File: config.mk
export PLATFORM = sky130hd
export DESIGN_NAME = fpu_arbiter_flat
export DESIGN_NICKNAME = d
export VERILOG_FILES = /design/src/rtl/fpu_pkg.sv /design/src/rtl/fpu_arbiter_if.sv /design/src/rtl/fpu_rr_arb2.sv /design/src/rtl/fpu_arbiter.sv /design/src/flat_wrapper.sv
export SDC_FILE = /design/constraint.sdc
export NUM_CORES = 1
export LEC_CHECK = 0
export BUFFER_PORTS_ARGS = -buffer_cell sky130_fd_sc_hd__buf_2
export CAP_MARGIN = 25
export CORE_MARGIN = 8
export CORE_UTILIZATION = 49
export CTS_CLUSTER_DIAMETER = 100
export DETAILED_ROUTE_END_ITERATION = 10
export PLACE_DENSITY = 0.81
export SKIP_LAST_GASP = 1
export SYNTH_ARGS = -nofsm -noshare
export SYNTH_HDL_FRONTEND = slang
export SYNTH_SLANG_ARGS = --single-unit
File: constraint.sdc
create_clock -name clk -period 2.6 [get_ports clk]
set_clock_uncertainty 0.2 [all_clocks]
set_input_delay 0.26 -clock clk [delete_from_list [all_inputs] [get_ports clk]]
set_output_delay 0.26 -clock clk [all_outputs]
set_load 0.05 [all_outputs]
File: src/rtl/fpu_pkg.sv
// Shared definitions for the FP-unit arbiter: FSM states, op-select codes
// and the default watchdog limit.
package fpu_pkg;

  typedef enum logic [2:0] {
    IDLE,
    ISSUE,
    WAIT,
    RESP,
    RELEASE
  } state_t;

  localparam logic OP_ADD = 1'b0;
  localparam logic OP_MUL = 1'b1;

  localparam int DEFAULT_TIMEOUT = 4096;

endpackage

File: src/rtl/fpu_arbiter_if.sv
// Bus between the arbiter and the shared floating-point unit (UnidadePontoFlt).
interface fpu_arbiter_if #(
  parameter int WIDTH = 32
);

  logic [WIDTH-1:0] fpu_a;
  logic [WIDTH-1:0] fpu_b;
  logic             fpu_multiplicando;
  logic             fpu_start;
  logic [WIDTH-1:0] fpu_s;
  logic             fpu_finish;

  modport master (
    output fpu_a, fpu_b, fpu_multiplicando, fpu_start,
    input  fpu_s, fpu_finish
  );

  modport slave (
    input  fpu_a, fpu_b, fpu_multiplicando, fpu_start,
    output fpu_s, fpu_finish
  );

endinterface

File: src/rtl/fpu_rr_arb2.sv
// Two-way round-robin pick: on a tie the requester not served last wins.
module fpu_rr_arb2 (
  input  logic req0,
  input  logic req1,
  input  logic last_grant,
  output logic valid,
  output logic grant
);

  assign valid = req0 | req1;
  assign grant = (req0 & req1) ? ~last_grant : req1;

endmodule

File: src/rtl/fpu_arbiter.sv
// Shares one FP unit between two requesters: round-robin grant, one-cycle
// start strobe, result capture with a done pulse and a timeout watchdog.
module fpu_arbiter
  import fpu_pkg::*;
#(
  parameter int WIDTH   = 32,
  parameter int TIMEOUT = DEFAULT_TIMEOUT,
  parameter int TO_W    = 13
) (
  input  logic             clk,
  input  logic             rst_n,
  input  logic             req0,
  input  logic [WIDTH-1:0] a0,
  input  logic [WIDTH-1:0] b0,
  input  logic             mul0,
  output logic             done0,
  output logic [WIDTH-1:0] result0,
  output logic             err0,
  input  logic             req1,
  input  logic [WIDTH-1:0] a1,
  input  logic [WIDTH-1:0] b1,
  input  logic             mul1,
  output logic             done1,
  output logic [WIDTH-1:0] result1,
  output logic             err1,
  fpu_arbiter_if.master    fpu,
  output logic             busy
);

  state_t           state;
  state_t           state_nx;
  logic             grant;
  logic             last_grant;
  logic [WIDTH-1:0] op_a;
  logic [WIDTH-1:0] op_b;
  logic             op_mul;
  logic [TO_W-1:0]  count;
  logic             arb_valid;
  logic             arb_grant;
  logic             timed_out;

  fpu_rr_arb2 u_arb (
    .req0      (req0),
    .req1      (req1),
    .last_grant(last_grant),
    .valid     (arb_valid),
    .grant     (arb_grant)
  );

  assign timed_out = (count == TO_W'(TIMEOUT - 1));

  // The FP unit only ever sees the operands latched at grant time.
  assign fpu.fpu_a             = op_a;
  assign fpu.fpu_b             = op_b;
  assign fpu.fpu_multiplicando = op_mul;

  always_ff @(posedge clk or negedge rst_n) begin
    if (!rst_n) state <= IDLE;
    else        state <= state_nx;
  end

  always_comb begin
    state_nx      = state;
    fpu.fpu_start = 1'b0;
    done0         = 1'b0;
    done1         = 1'b0;
    busy          = (state != IDLE);
    case (state)
      IDLE:    if (arb_valid) state_nx = ISSUE;
      ISSUE: begin
        fpu.fpu_start = 1'b1;
        state_nx      = WAIT;
      end
      WAIT:    if (fpu.fpu_finish || timed_out) state_nx = RESP;
      RESP: begin
        done0    = ~grant;
        done1    = grant;
        // A timed-out op has no finish to wait out, so it skips RELEASE.
        state_nx = (grant ? err1 : err0) ? IDLE : RELEASE;
      end
      RELEASE: if (!fpu.fpu_finish) state_nx = IDLE;
      default: state_nx = IDLE;
    endcase
  end

  always_ff @(posedge clk or negedge rst_n) begin
    if (!rst_n) begin
      grant      <= 1'b0;
      last_grant <= 1'b1;
      op_a       <= '0;
      op_b       <= '0;
      op_mul     <= OP_ADD;
      count      <= '0;
      result0    <= '0;
      result1    <= '0;
      err0       <= 1'b0;
      err1       <= 1'b0;
    end else begin
      case (state)
        IDLE: if (arb_valid) begin
          grant  <= arb_grant;
          op_a   <= arb_grant ? a1 : a0;
          op_b   <= arb_grant ? b1 : b0;
          op_mul <= arb_grant ? mul1 : mul0;
        end
        ISSUE: count <= '0;
        WAIT: begin
          count <= count + TO_W'(1);
          if (fpu.fpu_finish) begin
            if (grant) begin
              result1 <= fpu.fpu_s;
              err1    <= 1'b0;
            end else begin
              result0 <= fpu.fpu_s;
              err0    <= 1'b0;
            end
          end else if (timed_out) begin
            if (grant) begin
              result1 <= '0;
              err1    <= 1'b1;
            end else begin
              result0 <= '0;
              err0    <= 1'b1;
            end
          end
        end
        RESP: last_grant <= grant;
        default: ;
      endcase
    end
  end

endmodule

File: src/flat_wrapper.sv
// flat-port wrapper written by rule: the top's interface ports become plain ports
module fpu_arbiter_flat import fpu_pkg::*;
#(
  parameter int WIDTH   = 32,
  parameter int TIMEOUT = DEFAULT_TIMEOUT,
  parameter int TO_W    = 13
)
  (clk, rst_n, req0, a0, b0, mul0, done0, result0, err0, req1, a1, b1, mul1, done1, result1, err1, busy, fpu_fpu_a, fpu_fpu_b, fpu_fpu_multiplicando, fpu_fpu_start, fpu_fpu_s, fpu_fpu_finish);
  fpu_arbiter_if #(.WIDTH(WIDTH)) fpu_i ();
  input  logic clk;
  input  logic rst_n;
  input  logic req0;
  input  logic [WIDTH-1:0] a0;
  input  logic [WIDTH-1:0] b0;
  input  logic mul0;
  output logic done0;
  output logic [WIDTH-1:0] result0;
  output logic err0;
  input  logic req1;
  input  logic [WIDTH-1:0] a1;
  input  logic [WIDTH-1:0] b1;
  input  logic mul1;
  output logic done1;
  output logic [WIDTH-1:0] result1;
  output logic err1;
  output logic busy;
  output wire logic [$bits(fpu_i.fpu_a)-1:0] fpu_fpu_a;
  output wire logic [$bits(fpu_i.fpu_b)-1:0] fpu_fpu_b;
  output wire logic [$bits(fpu_i.fpu_multiplicando)-1:0] fpu_fpu_multiplicando;
  output wire logic [$bits(fpu_i.fpu_start)-1:0] fpu_fpu_start;
  input wire logic [$bits(fpu_i.fpu_s)-1:0] fpu_fpu_s;
  input wire logic [$bits(fpu_i.fpu_finish)-1:0] fpu_fpu_finish;
  assign fpu_fpu_a = fpu_i.fpu_a;
  assign fpu_fpu_b = fpu_i.fpu_b;
  assign fpu_fpu_multiplicando = fpu_i.fpu_multiplicando;
  assign fpu_fpu_start = fpu_i.fpu_start;
  assign fpu_i.fpu_s = fpu_fpu_s;
  assign fpu_i.fpu_finish = fpu_fpu_finish;
  fpu_arbiter #(.WIDTH(WIDTH), .TIMEOUT(TIMEOUT), .TO_W(TO_W)) u_core (.clk(clk), .rst_n(rst_n), .req0(req0), .a0(a0), .b0(b0), .mul0(mul0), .done0(done0), .result0(result0), .err0(err0), .req1(req1), .a1(a1), .b1(b1), .mul1(mul1), .done1(done1), .result1(result1), .err1(err1), .fpu(fpu_i), .busy(busy));
endmodule
==> results of run 1 <==
[how the worst max path moves through the flow]
stage                           endpoint  slack, ns  cells past startpoint              start
finish              u_core.fpu.fpu_b[29]       0.20                      5  u_core.last_grant
global route               fpu_fpu_start       0.14                      4    u_core.state[2]
CTS                 u_core.fpu.fpu_a[19]       0.09                      5  u_core.last_grant
detailed placement  u_core.fpu.fpu_a[31]       0.48                      4    u_core.state[1]
global placement    u_core.fpu.fpu_b[31]       0.50                      4    u_core.state[1]
floorplan            u_core.fpu.fpu_a[0]       0.62                      5    u_core.state[0]
[registers in the layout, indices dropped and copies added (netlist names), 3 cells and up]
| register | cells |
|---|---|
| u_core.result0 | 32 |
| u_core.fpu.fpu_b | 32 |
| u_core.count | 13 |
| u_core.fpu.fpu_a | 32 |
| u_core.state | 3 |
| u_core.result1 | 32 |
[cell usage after synthesis, drive strengths merged]
cell / n / share of area, %
o211ai: 65 / 6.6
nand2b: 2 / 0.17
inv: 6 / 0.30
a31oi: 4 / 0.34
nor4: 3 / 0.45
nor3b: 1 / 0.17
clkbuf: 22 / 1.1
o311ai: 3 / 0.35
and4: 2 / 0.24
o31a: 2 / 0.24
nand4: 4 / 0.42
or3b: 2 / 0.24
nand4bb: 1 / 0.15
nand3b: 1 / 0.10
o21ai: 4 / 0.27
o41ai: 2 / 0.24
a21oi: 1 / 0.067
o32ai: 1 / 0.12
buf: 35 / 3.7
nor2: 4 / 0.24
a211oi: 1 / 0.10
or4b: 2 / 0.27
mux2i: 6 / 0.81
o31ai: 1 / 0.10
ha: 1 / 0.17
and4bb: 1 / 0.17
a21boi: 1 / 0.10
dfrtp: 148 / 50
nor4b: 1 / 0.32
mux2: 131 / 20
or3: 2 / 0.24
nand2: 137 / 6.9
nand3: 72 / 4.8
a21o: 2 / 0.20
or4: 1 / 0.10
dfstp: 1 / 0.35
o21ba: 2 / 0.27
[area by class of cell]
cell class / instances / area, um2
Clock buffer: 23 / 478
Multi-Input combinational cell: 463 / 3350
Tap cell: 188 / 235
Inverter: 6 / 22.5
Fill cell: 1089 / 4610
Clock inverter: 8 / 146
Antenna cell: 2 / 5.00
Timing Repair Buffer: 395 / 2460
Sequential cell: 149 / 3730
[logic make-up after synthesis]
kind of cell | count (synthesis) | share of synthesized area [%]
buffers and inverters | 63 | 5.16
muxes | 137 | 20.6
and+or+nand+nor | 236 | 15.0
DFF | 149 | 50.1
AOI/OAI and AO/OA | 89 | 8.94
adders and majority gates | 1 | 0.168
[layer usage]
metal	routed length [um]	share of wire, %	vias to the layer above	global-route usage [%]
met3	1580	6.7	74	6.67
met1	9000	38	3266	26.9
met2	12200	51	336	41.2
met5	0	0	-	0
li1	-	-	3146	-
met4	958	4.0	0	11.4
[critical path, stage by stage, from the launching register on]
cell and delay, ns:
dfstp_2 0.38, a21boi_4 0.24, buf_12 0.22, mux2_2 0.36
dlygate4sd3_1 0.56, mux2_1 0.30
[power by group]
part           internal (mW)  total [mW]  leakage (nW)  switching [mW]
Sequential              3.36        4.03          1.63           0.674
Clock                   1.68        2.61         0.304           0.930
Combinational           2.33        7.98          2.99            5.65
Total                   7.37        14.6          4.92            7.25
[through the flow]
stage / setup slack [ns] / hold slack (ns) / instance area, um2
6_report: 0.201 / 0.0104 / 10400
3_3_place_gp: 0.501 / 0.0940 / 9090
2_1_floorplan: 0.622 / -0.236 / 7440
3_5_place_dp: 0.480 / 0.101 / 9090
5_1_grt: 0.139 / 0.00425 / 10400
4_1_cts: 0.0916 / 0.0000289 / 10400
[what timing repair did]
item | 4_1_cts | 5_1_grt
endpoints found under the setup margin | 0 | 2
hold buffers | 66 | 0
setup buffers | 0 | 3
hold endpoints to repair | 143 | 0
gates resized for setup | 0 | 0
==> flow_summary.toml, run 1 <==
[die]
die_h_um = 139
start_util_pct = 49.5
io-pin-count = 302
die_area_um2 = 19400
rows = 45
core-area_um2 = 15000
die_x_um = 139

[place]
dp.cells = 1131
dp_hpwl_um = 16300
io_buffers = 301
place.gp.congestion = 0.885

[clocking]
clockRootBuffer = "clkbuf_16"
clockBufferDepth = 2
cts_sinks = 149
clk_pin_slew_worst_paths_ns = 0.06
cts_tree = "done"
insertion_delay_ns = 0.41
numCtsBuffers = 17
h-tree-depth = 4

[global_route]
grt_pass1_wl_um = 37400
grt.total_usage_pct = 23.9
grt_pass1_vias = 6948
antenna_found_initial = 2
grt-ovfl-total = 0
grt_max_degree = 67

[hold_path]
min_path_type = "input pin to register"
min_from = "a0[29]"
hold_end = "u_core.fpu.fpu_a[29]"
min_delay_path_depth = 3

[critical_path]
ff2ff_path_depth = 5
worst-endpoint-arrival_ns = 2.49
timing.rr.start = "u_core.last_grant"
rrSetupSlack_ns = 0.20
setup.worst_path.class = "register to register"
end_kind = "register"
cp-start-kind = "register"
r2r-end = "u_core.fpu.fpu_b[29]"
critPathMaxFanout = 25
required_ns = 2.69

[layout]
fin_util_pct = 69.4
syn_to_final_growth_pct = 40.1
stdcell_count = 1234
drive_gt1_share_pct = 46.6
nNetsFinal = 1200
final_cell_mix = "buf_2, dfrtp_1, nand2_1"
final_common_cell = "buf_2"

[pwr]
total_leakage_power_nw = 4.92
power.density_nw_per_um2 = 1400
vdd_drop_max_uv = 1030
report.power.total_mw = 14.6

[outcome]
status = "finished clean"

[yosys]
ys.warnings.count = 0
seq_area_frac_synth_pct = 50.1
yosys.cell_types.count = 44
ys_seq_elements = 149
syn_area_per_cell_um2 = 11.0
syn_nets = 843
netlist_area_um2 = 7440
synth_cells = 675

[timing]
tightestPinTransition_ns = 0.676
clock.fmax_mhz = 417
setup_tns_ns = 0
rsz0062_at_grt = "no"
period_share_pct = 92.3
finalCriticalPeriod_ns = 2.40
finalHoldViolCount = 0
setup_viol = 0
slew_viol_final = 0
max_slew_margin_pct = 54.6

[route]
first_pass_iters = 6
drtIter0Drc = 513
drtAntennaViolNets = 0
drt-total-wl_um = 23800
viasPerCell = 5.53
num_vias = 6822
drc = 0
wl_per_cell_um = 19.3

[job]
maxCapViolCount = 0
Power figures use the tool's default switching activity.
==> run 2: changes to the inputs <==
Settings changed: CORE_UTILIZATION 49 to 44, PLACE_DENSITY 0.81 to 0.77.
Clock period 2.6 ns to 2.17 ns, I/O delays scaled along.
==> flow_summary.toml, run 2 (synthesis results as in run 1) <==
[global_route]
grt-ovfl-total = 0
grt.total_usage_pct = 25.8
antenna_found_initial = 6
grt_max_degree = 67
grt_pass1_vias = 7779
grt_pass1_wl_um = 43700

[critical_path]
cp.depth = 4
path_delay_family = "simple AND/OR/NAND/NOR gates"
max_stage_delay_ns = 0.44
cp-start-kind = "register"
critPathMaxFanout = 66
ff2ff_path_depth = 4
crit_start = "u_core.state[0]"
crit_slowest_cell = "dfrtp_2"
crit_end = "u_core.fpu.fpu_a[0]"
timing.rr.start = "u_core.state[0]"
r2r-end = "u_core.fpu.fpu_a[0]"
worst-endpoint-arrival_ns = 2.17
crit_buf_inv = 1
required_ns = 2.25
crit_chain = "or3_4, nor2_4, buf_12, mux2_2"
end_kind = "register"
rrSetupSlack_ns = 0.09
setup.worst_path.class = "register to register"

[job]
maxCapViolCount = 0

[pwr]
vdd_drop_max_uv = 1250
switchingPower_mw = 8.96
seqPwrFrac_pct = 28.2
internal-power_mw = 8.47
power.density_nw_per_um2 = 1540
power_frac_comb_pct = 55.9
clkPwrFrac_pct = 15.9
swShare_pct = 51.4
total_leakage_power_nw = 5.24
report.power.total_mw = 17.4

[route]
drt-total-wl_um = 28300
viasPerCell = 5.44
drtIter0Drc = 442
num_vias = 7408
drc = 0
wl_per_cell_um = 20.8
first_pass_iters = 5
drtAntennaViolNets = 0

[layout]
stdcell_count = 1361
drive_gt1_share_pct = 42.7
final_common_cell = "buf_2"
nNetsFinal = 1291
multiInputGateArea_um2 = 3350
ff_latch_area_um2 = 3730
final_cell_mix = "buf_2, dlygate4sd3_1, dfrtp_1"
fin_util_pct = 68.4
finalInstanceArea_um2 = 11300
syn_to_final_growth_pct = 52.3
fill_cells = 1200

[outcome]
status = "finished clean"

[die]
core-area_um2 = 16600
die_h_um = 146
rows = 47
die_area_um2 = 21300
start_util_pct = 44.9
die_x_um = 146
io-pin-count = 302

[place]
dp.cells = 1163
place_ws_ns = 0.149
dp_hpwl_um = 16400
place_area_um2 = 9160
place.gp.congestion = 0.789
io_buffers = 301

[timing]
timing.hold.ws_ns = 0.0295
setup_viol = 0
clock.fmax_mhz = 480
max_slew_margin_pct = 53.2
period_share_pct = 96.0
slew_viol_final = 0
tightestPinTransition_ns = 0.698
finalHoldViolCount = 0
rsz0062_at_grt = "no"
fin_ws_ns = 0.0876
finalCriticalPeriod_ns = 2.08
setup_tns_ns = 0

[clocking]
insertion_delay_ns = 0.41
postCtsSetupBuffers = 0
h-tree-depth = 4
cts_sinks = 149
clk_pin_slew_worst_paths_ns = 0.06
numCtsBuffers = 17
clockRootBuffer = "clkbuf_16"
clockBufferDepth = 2
cts_tree = "done"

[hold_path]
min_path_type = "input pin to register"
==> run 2: changes by cell type in the layout (fill, tap and decap cells not counted), moves of 2 or more <==
cell,delta
buf_12,+2
buf_4,-4
bufinv_16,-3
clkbuf_8,-2
clkinvlp_4,+4
diode_2,+4
dlygate4sd3_1,+95
==> run 2: worst register-to-register path, stage by stage (launching register included) <==
cell and delay (ns):
dfrtp_2 0.44, or3_4 0.40, nor2_4 0.13, buf_12 0.30, mux2_2 0.49
==> run 2: worst min path at each step <==
| stage | end | slack, ns | depth (start not counted) | startpoint |
|---|---|---|---|---|
| global route | u_core.fpu.fpu_b[21] | 0.01 | 3 | b1[21] |
| global placement | u_core.result0[11] | 0.004 | 1 | rst_n |
| floorplan | u_core.count[0] | -0.28 | 0 | rst_n |
| detailed placement | u_core.result1[4] | 0.01 | 1 | rst_n |
| CTS | u_core.fpu.fpu_b[21] | 0.003 | 3 | b1[21] |
| finish | u_core.fpu.fpu_b[21] | 0.03 | 3 | b1[21] |
==> run 2: final cells by class <==
| cell class | instances | area share (%) |
|---|---|---|
| Antenna cell | 6 | 0.132 |
| Clock buffer | 20 | 3.94 |
| Sequential cell | 149 | 32.9 |
| Multi-Input combinational cell | 463 | 29.5 |
| Timing Repair Buffer | 486 | 29.9 |
| Clock inverter | 11 | 0.916 |
| Inverter | 6 | 0.199 |
| Tap cell | 220 | 2.43 |
==> run 2: timing repair <==
item                                    in CTS  in global routing
resized for setup                            0                  3
endpoints found under the setup margin       0                  1
endpoints found under the hold margin      206                  0
hold buffers                               161                  0
==> run 2: layer usage <==
metal	track usage [%]	wire length, um
met5	0	0
met4	16.6	1710
met3	6.15	1960
met2	43.7	14400
met1	28.6	10300
==> run 2: power groups by stage <==
stage               combinational, mW  clock (mW)  sequential, mW
floorplan                        3.07           0            8.83
global placement                 9.19           0            4.79
detailed placement               9.37           0            4.86
CTS                              9.60        2.82            4.83
global route                     10.2        2.96            5.06
finish                           9.74        2.78            4.92
==> run 3: changes to the inputs <==
Settings changed: CORE_ASPECT_RATIO from default to 1.5.
==> flow_summary.toml, run 3 (synthesis results as in run 1) <==
[die]
io-pin-count = 302
core-area_um2 = 16700
die_x_um = 122
start_util_pct = 44.6
rows = 58
die_h_um = 175
die_area_um2 = 21400

[timing]
tightestPinTransition_ns = 0.588
setup_viol = 0
finalCriticalPeriod_ns = 2.08
period_share_pct = 95.8
max_slew_margin_pct = 60.6
clock.fmax_mhz = 481
rsz0062_at_grt = "yes"
finalHoldViolCount = 0
setup_tns_ns = 0
slew_viol_final = 0

[critical_path]
critPathMaxFanout = 7
end_kind = "primary output"
worst-endpoint-arrival_ns = 1.66
required_ns = 1.75
cp-start-kind = "register"
setup.worst_path.class = "register to primary output"

[route]
top_layer = "met5"
wl_per_cell_um = 20.4
viasPerCell = 5.42
drtAntennaViolNets = 0
wl_met2_um = 13600
first_pass_iters = 7
num_vias = 7263
dr_wl_met3_um = 2390
met1_length_um = 9990
drtIter0Drc = 520
drt-total-wl_um = 27400
drc = 0

[pwr]
clkPwrFrac_pct = 17.3
power_frac_comb_pct = 55.0
internal-power_mw = 8.78
seqPwrFrac_pct = 27.7
swShare_pct = 50.4
switchingPower_mw = 8.93
total_leakage_power_nw = 5.25
vdd_drop_max_uv = 904
power.density_nw_per_um2 = 1570

[place]
dp_hpwl_um = 16500
place_area_um2 = 9160
place.gp.congestion = 0.818
io_buffers = 301

[clocking]
postCtsSetupBuffers = 0
h-tree-depth = 4
insertion_delay_ns = 0.40
cts_tree = "done"
clockBufferDepth = 2
numCtsBuffers = 17
cts_sinks = 149
clockRootBuffer = "clkbuf_16"
clk_pin_slew_worst_paths_ns = 0.06

[hold_path]
min_path_type = "input pin to register"

[global_route]
grt.total_usage_pct = 25.2
grt_pass1_vias = 7776
grt-ovfl-total = 0
grt_pass1_wl_um = 42700
antenna_found_initial = 4
grt_max_degree = 68

[layout]
finalInstanceArea_um2 = 11300
nNetsFinal = 1282
fin_util_pct = 67.7
final_cell_mix = "buf_2, dlygate4sd3_1, dfrtp_1"
syn_to_final_growth_pct = 51.8
final_common_cell = "buf_2"
drive_gt1_share_pct = 43.6

[outcome]
status = "finished clean"

[job]
maxCapViolCount = 0
run 3: changes by cell type in the layout (fill, tap and decap cells not counted), sizes merged:
cell and change:
buf +2, bufinv +2, clkbuf -1, clkinv -1
clkinvlp -2, diode -3, dlygate4sd3 -11, inv +3
run 3: power groups by stage:
stage / Combinational, mW / Clock (mW) / Sequential, mW
after floorplan: 3.07 / 0 / 8.83
after global placement: 9.26 / 0 / 4.83
after detailed placement: 9.43 / 0 / 4.87
after CTS: 9.65 / 3.13 / 4.85
after global routing: 10.3 / 3.26 / 5.08
final: 9.74 / 3.06 / 4.91
run 3: repair_timing:
| action | in CTS | in global routing |
|---|---|---|
| hold buffers | 150 | 0 |
| resized for setup | 2 | 6 |
| hold endpoints to repair | 230 | 0 |
| setup endpoints to repair | 2 | 3 |
| pin swaps | 0 | 0 |
run 3: worst max-delay path, stage by stage (launching register included):
cell and delay, ns:
dfrtp_1 0.44, buf_4 0.18, nand3b_1 0.26, nor2_2 0.18
buf_6 0.20
run 3: area by class of cell:
class                   count  area [um2]
multi-input cells         463        3350
fillers                  1210        5390
flip-flops and latches    149        3730
well taps                 210         263
clock buffers              19         443
inverters                   6        22.5
clock inverters            13         170
diodes                      3        7.51
repair buffers            477        3310
run 3: path summary, 6_finish.rpt:
path                                   endpoint  slack, ns  cells after the start        startpoint
hold reg to reg                u_core.count[11]       0.28                      1  u_core.count[11]
hold / removal              u_core.fpu.fpu_b[3]       0.02                      3             b1[3]
min in group asynchronous   u_core.fpu.fpu_a[2]       0.19                      2             rst_n
setup reg to reg           u_core.fpu.fpu_a[14]       0.18                      4   u_core.state[0]
max in group asynchronous    u_core.result1[12]       0.88                      3             rst_n
setup / recovery                          done1       0.09                      4   u_core.state[2]
run 3: metal layers:
layer / vias to the layer above / track usage (%)
li1: 3299 / -
met1: 3470 / 27.8
met2: 387 / 42.9
met3: 103 / 6.49
met4: 4 / 14.0
met5: - / 0
run 3: per-stage QoR:
step	std cells	power (mW)	hold WS [ns]	setup slack, ns
final	1340	17.7	0.0188	0.0919
after CTS	1337	17.6	0.000177	-0.000540
after detailed placement	1155	14.3	0.00463	0.195
after global placement	1155	14.1	0.00501	0.217
after global routing	1339	18.6	0.0125	-0.00315
after floorplan	675	11.9	-0.279	0.192
